<file path="src/rtl/sram_fifo_ctrl.sv">
// sram_fifo_ctrl: FIFO controller over a single-port SRAM with a registered pop stage.
// Ports: clk, rst_n (async active-low); push_valid/push_data/push_ready (write side);
// pop_valid/pop_data/pop_ready (read side, pop_data registered); level (words held in SRAM);
// sram_addr/sram_din/sram_wr/sram_rd/sram_cs/sram_dout (SRAM port, combinational read).
// Option: define SRAM_FIFO_WATERMARK_EN to add almost_full (level >= AF_THRESH).
module sram_fifo_ctrl #(
    parameter int DW        = 8,
    parameter int AW        = 8,
    parameter int AF_THRESH = 252
) (
    input  logic          clk,
    input  logic          rst_n,
    input  logic          push_valid,
    input  logic [DW-1:0] push_data,
    output logic          push_ready,
    output logic          pop_valid,
    output logic [DW-1:0] pop_data,
    input  logic          pop_ready,
    output logic [AW:0]   level,
`ifdef SRAM_FIFO_WATERMARK_EN
    output logic          almost_full,
`endif
    output logic [AW-1:0] sram_addr,
    output logic [DW-1:0] sram_din,
    output logic          sram_wr,
    output logic          sram_rd,
    output logic          sram_cs,
    input  logic [DW-1:0] sram_dout
);
    logic [AW-1:0] wr_ptr, rd_ptr;
    logic          rd_sel, wr_sel;
    // Reads win the single SRAM port so the pop register never starves.
    // level is cleared by reset, so rd_sel is already 0 while rst_n is low.
    always_comb begin
        rd_sel     = (level != '0) && (!pop_valid || pop_ready);
        push_ready = rst_n && !rd_sel && !level[AW];
        wr_sel     = push_ready && push_valid;
        sram_cs    = rd_sel || wr_sel;
        sram_rd    = rd_sel;
        sram_wr    = wr_sel;
        sram_addr  = rd_sel ? rd_ptr : wr_sel ? wr_ptr : '0;
        sram_din   = wr_sel ? push_data : '0;
    end
`ifdef SRAM_FIFO_WATERMARK_EN
    assign almost_full = level >= (AW+1)'(AF_THRESH);
`endif
    always_ff @(posedge clk or negedge rst_n) begin
        if (!rst_n) begin
            wr_ptr    <= '0;
            rd_ptr    <= '0;
            level     <= '0;
            pop_valid <= 1'b0;
            pop_data  <= '0;
        end else begin
            if (rd_sel) begin
                pop_data  <= sram_dout;
                pop_valid <= 1'b1;
                rd_ptr    <= rd_ptr + 1'b1;
            end else if (pop_valid && pop_ready) begin
                pop_valid <= 1'b0;
            end
            if (wr_sel) wr_ptr <= wr_ptr + 1'b1;
            level <= level + (AW+1)'(wr_sel) - (AW+1)'(rd_sel);
        end
    end
endmodule
</file>
<file path="config.mk">
export PLATFORM = sky130hd
export DESIGN_NAME = sram_fifo_ctrl
export DESIGN_NICKNAME = d
export VERILOG_FILES = /design/src/rtl/sram_fifo_ctrl.sv
export SDC_FILE = /design/constraint.sdc
export NUM_CORES = 1
export LEC_CHECK = 0
export CAP_MARGIN = 20
export CORE_MARGIN = 2
export CORE_UTILIZATION = 43
export DETAILED_ROUTE_END_ITERATION = 10
export PLACE_DENSITY_LB_ADDON = 0.05
export SYNTH_ARGS = -nofsm -noshare
export SYNTH_HDL_FRONTEND = slang
export SYNTH_SLANG_ARGS = --single-unit
</file>
<file path="constraint.sdc">
create_clock -name clk -period 2.7 [get_ports clk]
set_input_delay 0.81 -clock clk [delete_from_list [all_inputs] [get_ports clk]]
set_output_delay 0.81 -clock clk [all_outputs]
set_load 0.03 [all_outputs]
</file>
==> results of run 1 <==
cell usage after synthesis (all sizes together) (2+ instances only):
library cell / number / share of area [%]
nand2: 22 / 4.2
nand3: 2 / 0.51
buf: 5 / 1.6
nor2: 9 / 1.7
nor3: 2 / 0.51
and4: 3 / 1.3
xor2: 7 / 3.1
o21ai: 10 / 2.6
nand4: 7 / 2.2
ha: 15 / 9.6
dfrtp: 34 / 44
and2: 2 / 0.64
xnor2: 14 / 6.3
nand2b: 3 / 1.3
inv: 11 / 2.1
a21oi: 4 / 1.0
and3: 9 / 2.9
mux2: 10 / 6.5
o22ai: 2 / 0.64
clkbuf: 3 / 0.58
repair_timing:
action / in CTS / in global routing
setup endpoints to repair: 25 / 26
cloned: 2 / 1
buffers inserted: 13 / 3
hold buffers: 0 / 0
resized for setup: 58 / 18
pin swaps: 19 / 9
cell families (layout without fill, tap and decap cells):
family | after synthesis | after routing | share of synthesized area, %
compound gates | 20 | 20 | 6.97
xor+xnor | 21 | 21 | 9.41
fa+ha+maj | 16 | 16 | 10.6
buf+inv | 19 | 107 | 4.29
flops | 34 | 34 | 43.5
mux | 11 | 11 | 7.04
simple gates | 66 | 66 | 18.2
final cells by class:
class / count / area [sq um] / share of cell area, %
tap: 52 / 65.1 / 1.97
clock buffer: 6 / 82.6 / 2.50
inverter: 11 / 46.3 / 1.40
clock inverter: 2 / 12.5 / 0.378
multi-input combinational: 134 / 1340 / 40.4
sequential: 34 / 858 / 25.9
timing repair buffer: 88 / 906 / 27.4
flip-flops by register name (all words and copies together) (netlist names):
signal     cells
rd_ptr         8
wr_ptr         8
pop_data       8
pop_valid      1
level          9
per-layer routing:
metal,track usage (%),up-vias,share of wire (%)
met3,3.94,8,2.8
met1,24.1,873,37
met2,42.4,36,59
li1,-,811,-
met4,7.13,0,1.6
met5,0,-,0
final timing paths:
path | start | to | slack (ns) | cells after the start
max | level[4] | sram_din[5] | -0.13 | 9
min | wr_ptr[7] | wr_ptr[7] | 0.49 | 1
max reg2reg | level[4] | level[8] | -0.04 | 14
min reg2reg | wr_ptr[7] | wr_ptr[7] | 0.49 | 1
max in group asynchronous | rst_n | level[2] | 1.72 | 2
min in group asynchronous | rst_n | rd_ptr[1] | 0.71 | 2
stage by stage:
step	std cells	util, %
floorplan	187	-
global placement	301	62.4
detailed placement	301	62.4
CTS	324	72.7
global route	327	76.0
finish	327	76.0
power breakdown:
part	internal, mW	switching (mW)
clock network	0.205	0.197
logic	1.12	1.13
registers	0.701	0.205
==> results.toml, run 1 <==
[timing]
clock.fmax_mhz = 354
rsz0062_at_grt = "yes"
min_period_ns = 2.83
tightest_slew_ns = 0.316
slew_viol_final = 0
fin_tns_setup_ns = -1.97
finalHoldViolCount = 0
fin_skew_ns = 0.00409
timing.final.crit_share_pct = 105
finalSetupViolCount = 22
setup_slack_ns = -0.125
whs_ns = 0.487
max_slew_margin_pct = 78.8

[floorplan]
num_rows = 24
die_h_um = 71.4
fp.dieW_um = 71.4
initial_core_util_pct = 44.9
dieArea_sq_mm = 0.00510
io_pins = 58
coreArea_sq_mm = 0.00435

[setup_path]
required_ns = 1.89
path_delay_family = "buffers and inverters"
critical_path_buf_inv_count = 5
crit_top_cell = "buf_6"
cp_max_fo = 8
critPathLaunchType = "flop"
slowest_delay_ns = 0.42
critical-path-slowest-cell = "dfrtp_2"
cp.arrival_ns = 2.02
crit_type = "reg -> out"
cp_cell_sequence = "inv_2 > ha_4 > nand2_4 > o41ai_4 > buf_4 > buf_6 > buf_6 > and3_4 > buf_6"
end_kind = "primary output"

[clocking]
insertion_delay_ns = 0.29
path_clk_slew_ns = 0.07
cts_tree = "yes"
cts_buffers = 5
htreeDepth = 2
clock_sinks = 34
clock-root-buffer = "clkbuf_8"
clockBufferDepth = 2

[power_and_ir_drop]
p_total_mw = 3.56
max-vdd-ir-drop_mv = 0.807
power.leakage_nw = 1.49
cellPowerDensity_mw_per_mm2 = 1070

[logic_synthesis]
synth_seq_cells = 34
avgSynthCellArea_sq_um = 10.5
seq_area_frac_synth_pct = 43.5
syn_inst = 187
syn_area_sq_mm = 0.00196
syn_nets = 223
async_flop_share_pct = 100
ys_types = 39
yosysWarningCount = 0
synth_enable_flop_cells = 0
synth-main-ff-cell = "dfrtp_1"

[finish]
area.growth.synth_to_final_pct = 69.2
design_area_sq_mm = 0.00331
fillerInstances = 274
num_antenna_cells = 0
fin_nets = 310
layout_common_cells = "34 x clkdlybuf4s50_1, 28 x dfrtp_1, 25 x buf_6"
final_common_cell = "clkdlybuf4s50_1"
drive_gt1_share_pct = 47.3

[global_route]
grt_max_degree = 36
grt_overflow = 0
grt_pass1_vias = 1842
antenna_found_initial = 0
grt_pass1_wl_um = 8760
grt.total_usage_pct = 22.0

[drt]
detail_route.iter0.violations = 75
wl_per_cell_um = 16.7
dr.pass1.iters = 4
remaining_drc_errors = 0
num_vias = 1728
avgViaCountPerCell = 5.28
postRouteAntennaNets = 0
wirelength_um = 5450

[status]
status = "finished, violations left"
violations = "setup timing"

[placed_design]
placed_area_sq_mm = 0.00272
gp_congestion = 0.797
hpwl_um = 3530
numPortBuffers = 57
place_ws_ns = -0.588

[hold_path]
hold_class = "reg -> reg"

[run]
maxCapViolCount = 0
No activity file was read; power rests on OpenSTA's default activity.
==> inputs of run 2 (changes only) <==
--- a/config.mk
+++ b/config.mk
@@ -7,7 +7,7 @@
 export LEC_CHECK = 0
 export CAP_MARGIN = 20
 export CORE_MARGIN = 2
-export CORE_UTILIZATION = 43
+export CORE_UTILIZATION = 51
 export DETAILED_ROUTE_END_ITERATION = 10
 export PLACE_DENSITY_LB_ADDON = 0.05
 export SYNTH_ARGS = -nofsm -noshare
==> constraint.sdc (replaced) <==
create_clock -name clk -period 3.5 [get_ports clk]
set_input_delay 1.05 -clock clk [delete_from_list [all_inputs] [get_ports clk]]
set_output_delay 1.05 -clock clk [all_outputs]
set_load 0.03 [all_outputs]
==> run 2 against run 1 <==
The run now ends clean. Die area shrank 15%. Sequential cell count unchanged. Via count is 9.2% lower. Clock power decreased by 23%. Total power shrank 38%. Cell area is 20% lower. Critical path type is now in -> out. Highest routed layer unchanged.
==> results.toml, run 2 (same netlist as run 1, synthesis figures left out) <==
[status]
status = "finished, final reports clean"

[clocking]
cts_resized = 0
path_clk_slew_ns = 0.07
htreeDepth = 2
cts_buffers = 5
cts_tree = "yes"
clockBufferDepth = 2
clock_sinks = 34
clock-root-buffer = "clkbuf_8"
insertion_delay_ns = 0.29
cts_setup_buffers = 0
cts_hold_buffers = 0

[floorplan]
dieArea_sq_mm = 0.00435
initial_core_util_pct = 53.4
coreArea_sq_mm = 0.00366
num_rows = 22
fp.dieW_um = 65.9
die_h_um = 65.9
io_pins = 58

[setup_path]
slowest_delay_ns = 0.45
crit_top_cell = "inv_1"
critPathLaunchType = "input pin"
end_kind = "primary output"
crit_type = "in -> out"
cp_cell_sequence = "clkdlybuf4s50_1 > nand2b_1 > o41ai_4 > and2_4 > inv_1 > ha_1 > inv_1 > buf_4"
cp.arrival_ns = 2.38
critical-path-slowest-cell = "clkdlybuf4s50_1"
cp_max_fo = 4
reg2reg_depth = 13
required_ns = 2.45

[drt]
detail_route.iter0.violations = 78
dr.pass1.iters = 4
remaining_drc_errors = 0
avgViaCountPerCell = 5.25
num_vias = 1569
wirelength_um = 4130
wl_per_cell_um = 13.8
postRouteAntennaNets = 0

[finish]
register_area_sq_um = 851
design_area_sq_mm = 0.00266
fin_nets = 286
drive_gt1_share_pct = 19.9
largest_reg_flops = 9
layout_common_cells = "37 x clkdlybuf4s50_1, 34 x dfrtp_1, 26 x buf_4"
largest_register = "level"
num_antenna_cells = 0
final_common_cell = "clkdlybuf4s50_1"
area.growth.synth_to_final_pct = 35.8
multi_input_area_sq_mm = 0.00103
fillerInstances = 284

[timing]
min_period_ns = 3.43
fin_skew_ns = 0.00684
tightest_slew_ns = 0.433
max_slew_margin_pct = 71.1
finalHoldViolCount = 0
fin_tns_setup_ns = 0
timing.final.crit_share_pct = 98.0
clock.fmax_mhz = 292
finalSetupViolCount = 0
slew_viol_final = 0
rsz0062_at_grt = "no"

[power_and_ir_drop]
max-vdd-ir-drop_mv = 0.656
cellPowerDensity_mw_per_mm2 = 830
power.leakage_nw = 1.27

[run]
maxCapViolCount = 0

[hold_path]
hold_depth = 1
hold_class = "reg -> reg"

[global_route]
antenna_found_initial = 0
grt_pass1_wl_um = 7000
grt.total_usage_pct = 21.3
grt_pass1_vias = 1565
grt_overflow = 0
grt_max_degree = 35

[placed_design]
gp_congestion = 0.807
hpwl_um = 3110
placed_area_sq_mm = 0.00255
numPortBuffers = 57
run 2: cell count changes in the layout (fill, tap and decap cells not counted), moves of 8 or more:
cell     change
and3_4       -8
nand2_1      +9
inv_1        +9
and3_1       +8
inv_2        -8
buf_6       -24
run 2: path summary, 6_finish.rpt:
kind	from	slack (ns)	end
max	pop_ready	0.07	sram_cs
min	wr_ptr[7]	0.48	wr_ptr[7]
max reg2reg	level[6]	0.49	level[8]
min reg2reg	wr_ptr[7]	0.48	wr_ptr[7]
max in group asynchronous	rst_n	1.87	pop_data[0]
min in group asynchronous	rst_n	1.31	wr_ptr[7]
run 2: worst max-delay path: cells and delay by family:
family                   cells  cell delay, ns
AO/OA/AOI/OAI                1            0.12
adder cells (fa/ha/maj)      1            0.14
buffers and inverters        4            0.72
AND/OR/NAND/NOR              2            0.34
run 2: metal layers:
layer	part of all wire (%)	global-route usage (%)	up-vias
met5	0	0	-
met4	2.4	10.9	0
met3	3.6	3.75	9
met2	50	35.2	33
met1	44	26.7	761
li1	-	-	766
run 2: area by class of cell:
type / instances / share of cell area [%]
Clock inverter: 2 / 0.471
Inverter: 11 / 1.65
Sequential cell: 34 / 32.0
Multi-Input combinational cell: 134 / 38.7
Tap cell: 48 / 2.26
Clock buffer: 6 / 3.11
Timing Repair Buffer: 64 / 21.7
run 2: where the power goes:
part           total, mW  switching, mW  leakage (nW)  internal [mW]
sequential         0.693          0.159         0.413          0.534
clock              0.310          0.152        0.0472          0.158
combinational       1.20          0.638         0.808          0.562
run 2: metrics by stage:
| stage | hold slack (ns) | instances | worst slack (ns) | util, % | power (mW) |
|---|---|---|---|---|---|
| after floorplan | 0.445 | 187 | 0.0778 | - | 1.53 |
| after global placement | 0.468 | 291 | -0.0125 | 69.7 | 1.87 |
| after detailed placement | 0.471 | 291 | -0.0679 | 69.7 | 1.90 |
| after CTS | 0.481 | 299 | 0.0493 | 72.3 | 2.22 |
| after global routing | 0.521 | 299 | 0.00251 | 72.5 | 2.39 |
| final | 0.477 | 299 | 0.0717 | 72.5 | 2.20 |
